`src/rtl/floor_call_memory.sv`:
```
// floor_call_memory: shift-register queue of pending elevator floor calls.
// Entry 0 is the head; valid entries are packed into 0..memCount-1.
// Each cycle a pop (head removal) is applied first, and any insert then
// operates on the post-pop contents. Both commit on the same clock edge.
module floor_call_memory #(
   parameter int unsigned DEPTH = 4
) (
   input  logic       clk,
   input  logic       reset,
   input  logic       write_En,
   input  logic [2:0] nextMemoryFloor,
   input  logic [1:0] BeginEndMemory_Flag,
   input  logic       floorReached,
   output logic [1:0] pos0Mem,
   output logic [2:0] memCount,
   output logic       memEmpty,
   output logic       memFull,
   output logic       dropCall
);

   logic [1:0] mem_q   [DEPTH];
   logic [1:0] mem_d   [DEPTH];
   logic [1:0] pop_mem [DEPTH];
   logic [2:0] count_q, count_d, pop_cnt;
   logic       empty_q, empty_d;
   logic       full_q, full_d;
   logic       drop_q, drop_d;
   logic       dup;
   logic [1:0] new_floor;

   assign new_floor = nextMemoryFloor[1:0];

   // Next-state queue contents: pop phase, then insert phase on the result.
   always_comb begin
      pop_mem = mem_q;
      pop_cnt = count_q;
      if (floorReached && (count_q != '0)) begin
         for (int unsigned i = 0; i + 1 < DEPTH; i++) begin
            pop_mem[i] = mem_q[i + 1];
         end
         pop_mem[DEPTH - 1] = '0;
         pop_cnt = count_q - 3'd1;
      end

      // Slots at or above the count hold 0, so only compare valid ones.
      dup = 1'b0;
      for (int unsigned i = 0; i < DEPTH; i++) begin
         if ((3'(i) < pop_cnt) && (pop_mem[i] == new_floor)) begin
            dup = 1'b1;
         end
      end

      mem_d   = pop_mem;
      count_d = pop_cnt;
      drop_d  = 1'b0;

      if (write_En && BeginEndMemory_Flag[1]) begin
         if (nextMemoryFloor > 3'd3) begin
            drop_d = 1'b1;
         end else if (dup) begin
            drop_d = 1'b0;
         end else if (pop_cnt == 3'(DEPTH)) begin
            drop_d = 1'b1;
         end else if (BeginEndMemory_Flag[0]) begin
            // Whole-array shift is safe: the top slot is empty when not full.
            for (int unsigned i = 1; i < DEPTH; i++) begin
               mem_d[i] = pop_mem[i - 1];
            end
            mem_d[0] = new_floor;
            count_d  = pop_cnt + 3'd1;
         end else begin
            for (int unsigned i = 0; i < DEPTH; i++) begin
               if (3'(i) == pop_cnt) begin
                  mem_d[i] = new_floor;
               end
            end
            count_d = pop_cnt + 3'd1;
         end
      end

      empty_d = (count_d == '0);
      full_d  = (count_d == 3'(DEPTH));
   end

   // State and registered status flags; synchronous reset has priority.
   always_ff @(posedge clk) begin
      if (reset) begin
         mem_q   <= '{default: '0};
         count_q <= '0;
         empty_q <= 1'b1;
         full_q  <= 1'b0;
         drop_q  <= 1'b0;
      end else begin
         mem_q   <= mem_d;
         count_q <= count_d;
         empty_q <= empty_d;
         full_q  <= full_d;
         drop_q  <= drop_d;
      end
   end

   assign pos0Mem  = mem_q[0];
   assign memCount = count_q;
   assign memEmpty = empty_q;
   assign memFull  = full_q;
   assign dropCall = drop_q;

endmodule
```
`config.mk`:
```
export PLATFORM = sky130hd
export DESIGN_NAME = floor_call_memory
export DESIGN_NICKNAME = d
export VERILOG_FILES = /design/src/rtl/floor_call_memory.sv
export SDC_FILE = /design/constraint.sdc
export NUM_CORES = 1
export LEC_CHECK = 0
export BUFFER_PORTS_ARGS = -buffer_cell sky130_fd_sc_hd__buf_2
export CORE_ASPECT_RATIO = 2
export CORE_MARGIN = 4
export CORE_UTILIZATION = 36
export CTS_BUF_LIST = sky130_fd_sc_hd__clkbuf_2 sky130_fd_sc_hd__clkbuf_4 sky130_fd_sc_hd__clkbuf_8
export DETAILED_ROUTE_END_ITERATION = 8
export PLACE_DENSITY = 0.62
export SLEW_MARGIN = 30
export SYNTH_ARGS = -nofsm -noshare
export SYNTH_HDL_FRONTEND = slang
export SYNTH_SLANG_ARGS = --single-unit
```
`constraint.sdc`:
```
create_clock -name clk -period 6.6 [get_ports clk]
set_input_delay 0.99 -clock clk [delete_from_list [all_inputs] [get_ports clk]]
set_output_delay 0.99 -clock clk [all_outputs]
set_load 0.005 [all_outputs]
```
* After elaboration in Yosys (flattened, before gate mapping) *
Cells that the tools add are included.

word-level totals
  bits in latches = 0
  memories kept = 0
  bits in registers = 14
  bits in read-only memories = 0
  output and inout port bits = 8
  bits in writable memories = 0

cells by class
  equality and inequality tests = 9
  add/sub/neg operators = 2
  shifts and indexed selects = 0
  reductions and logical operators = 10
  bitwise logic cells = 1
  multipliers = 0
  $lt $le $gt $ge = 5
  muxes and demuxes = 22
  divide/modulo/power cells = 0

operator list
  operator                                                                         number
  8-bit two-way mux                                                                6
  3-bit two-way mux                                                                5
  2-bit equality test                                                              4
  2-bit two-way mux                                                                4
  1-bit two-way mux                                                                7
  2-bit by 3-bit equality test with 1-bit output, first input constant             2
  3-bit equality test, second input constant                                       2
  1-bit logical AND                                                                6
  3-bit logical NOT                                                                2
  1-bit by 3-bit < comparator with 1-bit output, first input constant              2
  2-bit by 3-bit < comparator with 1-bit output, first input constant              2
  3-bit by 1-bit adder with 3-bit output, second input constant                    1
  1-bit by 3-bit equality test with 1-bit output, first input constant             1
  3-bit by 2-bit greater-than comparator with 1-bit output, second input constant  1
  3-bit nonzero test                                                               1
  3-bit by 1-bit subtractor with 3-bit output, second input constant               1
  2-bit OR reduction                                                               1
  1-bit NOT                                                                        1

* Logic depth before layout (Yosys ltp) *
  word-level depth = 13
  gate-level depth with buffers = 12
  depth with buffers taken out = 9

* Worst setup path after synthesis *
No wires, ideal clock.

  path kind = input to register
  from = input nextMemoryFloor[1]
  to = register empty_q, in the netlist memEmpty
  setup slack = 3930 ps
  arrival time = 2548 ps
  path buffers = 1
  cell stages on the path = 7
  cells stage by stage = clkbuf_2 or2_2 o32ai_1 a41oi_4 o211a_4 and4_4 a311o_1

on the way
  word-level cells in the longest chain between the ends = 10
  elaborated cells on any way between the ends = 17

ends and longest elaborated chain
  element                         line  RTL
  from (decl)                     11    input logic [2:0] nextMemoryFloor,
  2-bit equality test             48    if ((3'(i) < pop_cnt) && (pop_mem[i] == new_floor)) begin
  1-bit logical AND               48
  1-bit two-way mux (4 in a row)  48
  3-bit two-way mux               60    end else if (dup) begin
  3-bit two-way mux *             58    if (nextMemoryFloor > 3'd3) begin
  3-bit two-way mux *             57    if (write_En && BeginEndMemory_Flag[1]) begin
  3-bit logical NOT *             81    empty_d = (count_d == '0);
  to (signal assigned)            96    empty_q <= empty_d;
  to (decl)                       25    logic empty_q, empty_d;

Mark *: on every way between the ends. The rest lies on a longest branch, timed or not.
A chain may end at the register's enable or synchronous reset.

* Worst setup path after layout *
  from = register count_q[0], in the netlist memCount[0]
  to = register empty_q, in the netlist memEmpty

on the way
  word-level cells in the longest chain between the ends = 13
  elaborated cells on any way between the ends = 28

ends and longest elaborated chain
  element                                                                               line  RTL
  from (decl)                                                                           24    logic [2:0] count_q, count_d, pop_cnt;
  from (signal assigned)                                                                95    count_q <= count_d;
  branches (longest 11 deep; another with 3-bit by 1-bit subtractor with 3-bit output)  --
  3-bit two-way mux *                                                                   57
  3-bit logical NOT *                                                                   81

Every way passes the cells marked *.

==> flow_summary.json <==
{
  "outcome": "finished, final reports clean",
  "syn_to_final_growth_pct": 7.63,
  "ys_ff_latch": 14,
  "timing.final.crit_share_pct": 43.0,
  "drive_above_1_share_pct": 20.3,
  "fillers": 404,
  "io_pins": 17,
  "power_frac_clock_pct": 11.1,
  "startpoint_type": "register",
  "p_comb_share_pct": 69.0,
  "power.density_nw_per_um2": 446,
  "multi_input_area_sq_um": 952,
  "grt_max_degree": 17,
  "crit_fanout": 16,
  "setup_viol": 0,
  "end_kind": "register",
  "dr.pass1.iters": 4,
  "worstSetupPathType": "reg -> reg",
  "syn_area_per_cell_sq_um": 7.82,
  "rows": 31,
  "synth_top_area_share_pct": 21.1,
  "cts-hold-fix-buffers": 0,
  "portBuffers": 16,
  "yosys_warnings": 0,
  "synthCells": 170,
  "worst_pin_slew_ns": 0.827,
  "worstHoldPathType": "reg -> reg",
  "final_common_cell": "nand2_1",
  "tns_ns": 0,
  "p_seq_share_pct": 19.9,
  "worstSkewPairLatency_ns": 0.25,
  "synth_cell_types": 50,
  "synthFlopType": "dfxtp_1",
  "fp.dieW_um": 51.0,
  "path_buf_inv": 1,
  "p_leak_nw": 0.524,
  "antennaDiodeCount": 0,
  "vias_per_cell": 6.08,
  "synth_nets": 181,
  "cap_violations": 0,
  "placed_cells": 223,
  "path_cells": "inv_1 -> ha_1 -> nor2b_4 -> o21ai_0 -> a21boi_0 -> o221ai_1 -> o211a_4 -> nand2_1 -> a311o_1",
  "grt_pass1_vias": 1345,
  "cp_top_family": "compound AO/OA/AOI/OAI gates",
  "dpl.hpwl_um": 3000,
  "top_layer_used": "met4",
  "slowest_delay_ns": 0.51,
  "relSlewSlack_pct": 44.3,
  "avgRoutedWirePerCell_um": 17.1,
  "post-cts-setup-buffers": 0,
  "synthesis.area_sq_um": 1330,
  "hold_viol_final": 0,
  "initial_utilization_pct": 36.8,
  "cts_buffer_depth": 2,
  "ys_top_cells_by_area": "dfxtp_1, nand2b_1, nand2_1",
  "antenna_found_initial": 0,
  "yosysSeqAreaShare_pct": 21.1,
  "dieArea_sq_um": 4790,
  "finalMaxSlewViolations": 0,
  "wl_met1_um": 1420,
  "grt_pass1_wl_um": 6360,
  "via_count": 1373,
  "fmax_ghz": 0.352,
  "grtUsageTotal_pct": 17.1,
  "stdcell_count": 226,
  "layout.nets": 190,
  "mostFrequentLayoutCells": "nand2_1, buf_2, dfxtp_1",
  "cts.repair.resized": 0,
  "slowest_stage": "dfxtp_1",
  "total_power_mw": 0.638,
  "drtAntennaViolNets": 0,
  "synth_edf_count": 0,
  "core_sq_um": 3610,
  "cts_inserted_buffers": 3,
  "cp.arrival_ns": 2.97,
  "power_switching_mw": 0.338,
  "async_flop_share_pct": 0,
  "p_int_mw": 0.300,
  "cts_max_level": 1,
  "wl_met3_um": 186,
  "cts_tree": "done",
  "dieHeight_um": 93.9,
  "max-vdd-ir-drop_uv": 258,
  "gp_congestion": 0.947,
  "switching_share_pct": 53.0,
  "seqCellArea_sq_um": 280,
  "cp.required_ns": 6.73,
  "fin_crit_ns": 2.84,
  "grt_setup_unrepaired": "false",
  "grt-ovfl-total": 0,
  "clkSinkCount": 14,
  "route.met2.wl_um": 2070,
  "clockRootBuffer": "clkbuf_8",
  "drt_wl_total_um": 3870,
  "yosysTopAreaCell": "dfxtp_1",
  "drtIter0Drc": 42,
  "skew_ns": 0.00145,
  "route.detailed.drc": 0,
  "clk_pin_slew_ns": 0.06
}
-- worst reg2reg max path: cells and delay by family, from the launching register on --
family	cells	cell delay [ns]
AO/OA/AOI/OAI	5	1.49
adder cells (fa/ha/maj)	1	0.29
AND/OR/NAND/NOR	2	0.26
buffers and inverters	1	0.17
flip-flops	1	0.51
-- state kept, by name (all words and copies together), names as in the netlist --
name / flops
dropCall: 1
memEmpty: 1
memCount: 3
mem_q: 6
memFull: 1
pos0Mem: 2
-- worst paths after layout --
path,to,slack [ns],from,cells past startpoint
setup / recovery,memEmpty,3.76,memCount[0],9
hold / removal,mem_q[1],0.67,mem_q[1],2
setup reg to reg,memEmpty,3.76,memCount[0],9
hold reg to reg,mem_q[1],0.67,mem_q[1],2
-- power groups by stage --
stage                     Sequential [mW]  Combinational, mW  Clock (mW)
after floorplan                     0.115              0.369           0
after global placement              0.128              0.432           0
after detailed placement            0.128              0.432           0
after CTS                           0.127              0.434      0.0716
after global routing                0.130              0.481      0.0760
final                               0.127              0.441      0.0708
-- cells by family after synthesis --
group / count (synthesis) / share of synthesized area [%]
and+or+nand+nor: 73 / 30.2
AOI/OAI and AO/OA: 58 / 33.0
buffers and inverters: 16 / 7.25
DFF: 14 / 21.1
muxes: 5 / 5.27
xor gates and xnor gates: 2 / 1.32
adders and majority gates: 2 / 1.88
-- metrics by stage --
| step | worst slack [ns] | hold slack, ns | instance area, sq um | util (%) |
|---|---|---|---|---|
| 3_3_place_gp | 3.58 | 0.649 | 1390 | 38.5 |
| 2_1_floorplan | 3.93 | 0.570 | 1330 | - |
| 4_1_cts | 3.77 | 0.647 | 1430 | 39.6 |
| 5_1_grt | 3.51 | 0.700 | 1430 | 39.6 |
| 6_report | 3.76 | 0.667 | 1430 | 39.6 |
| 3_5_place_dp | 3.53 | 0.642 | 1390 | 38.5 |
-- synth_stat cells (3+ instances only) --
cell type	n
nor4_1	4
buf_6	3
dfxtp_1	14
mux2_2	3
nor3_1	7
o21ai_0	10
nand2_1	18
nor2_1	11
a21boi_0	4
nand2b_1	12
a311oi_1	3
clkbuf_1	4
a31oi_1	3
o31ai_1	5
a21oi_1	11
buf_4	3
inv_1	3
nand3_1	8
-- metal layers --
metal,up-vias,global-route usage (%)
met4,0,10.8
met5,-,0
met2,51,30.4
met3,20,2.54
li1,654,-
met1,648,18.2
-- area by class of cell --
cell class,count,share of cell area (%)
Inverter,4,1.05
Tap cell,49,4.29
Multi-Input combinational cell,140,66.6
Sequential cell,14,19.6
Clock buffer,3,2.89
Timing Repair Buffer,16,5.60
Note: power is estimated with default switching activity, not from simulation.
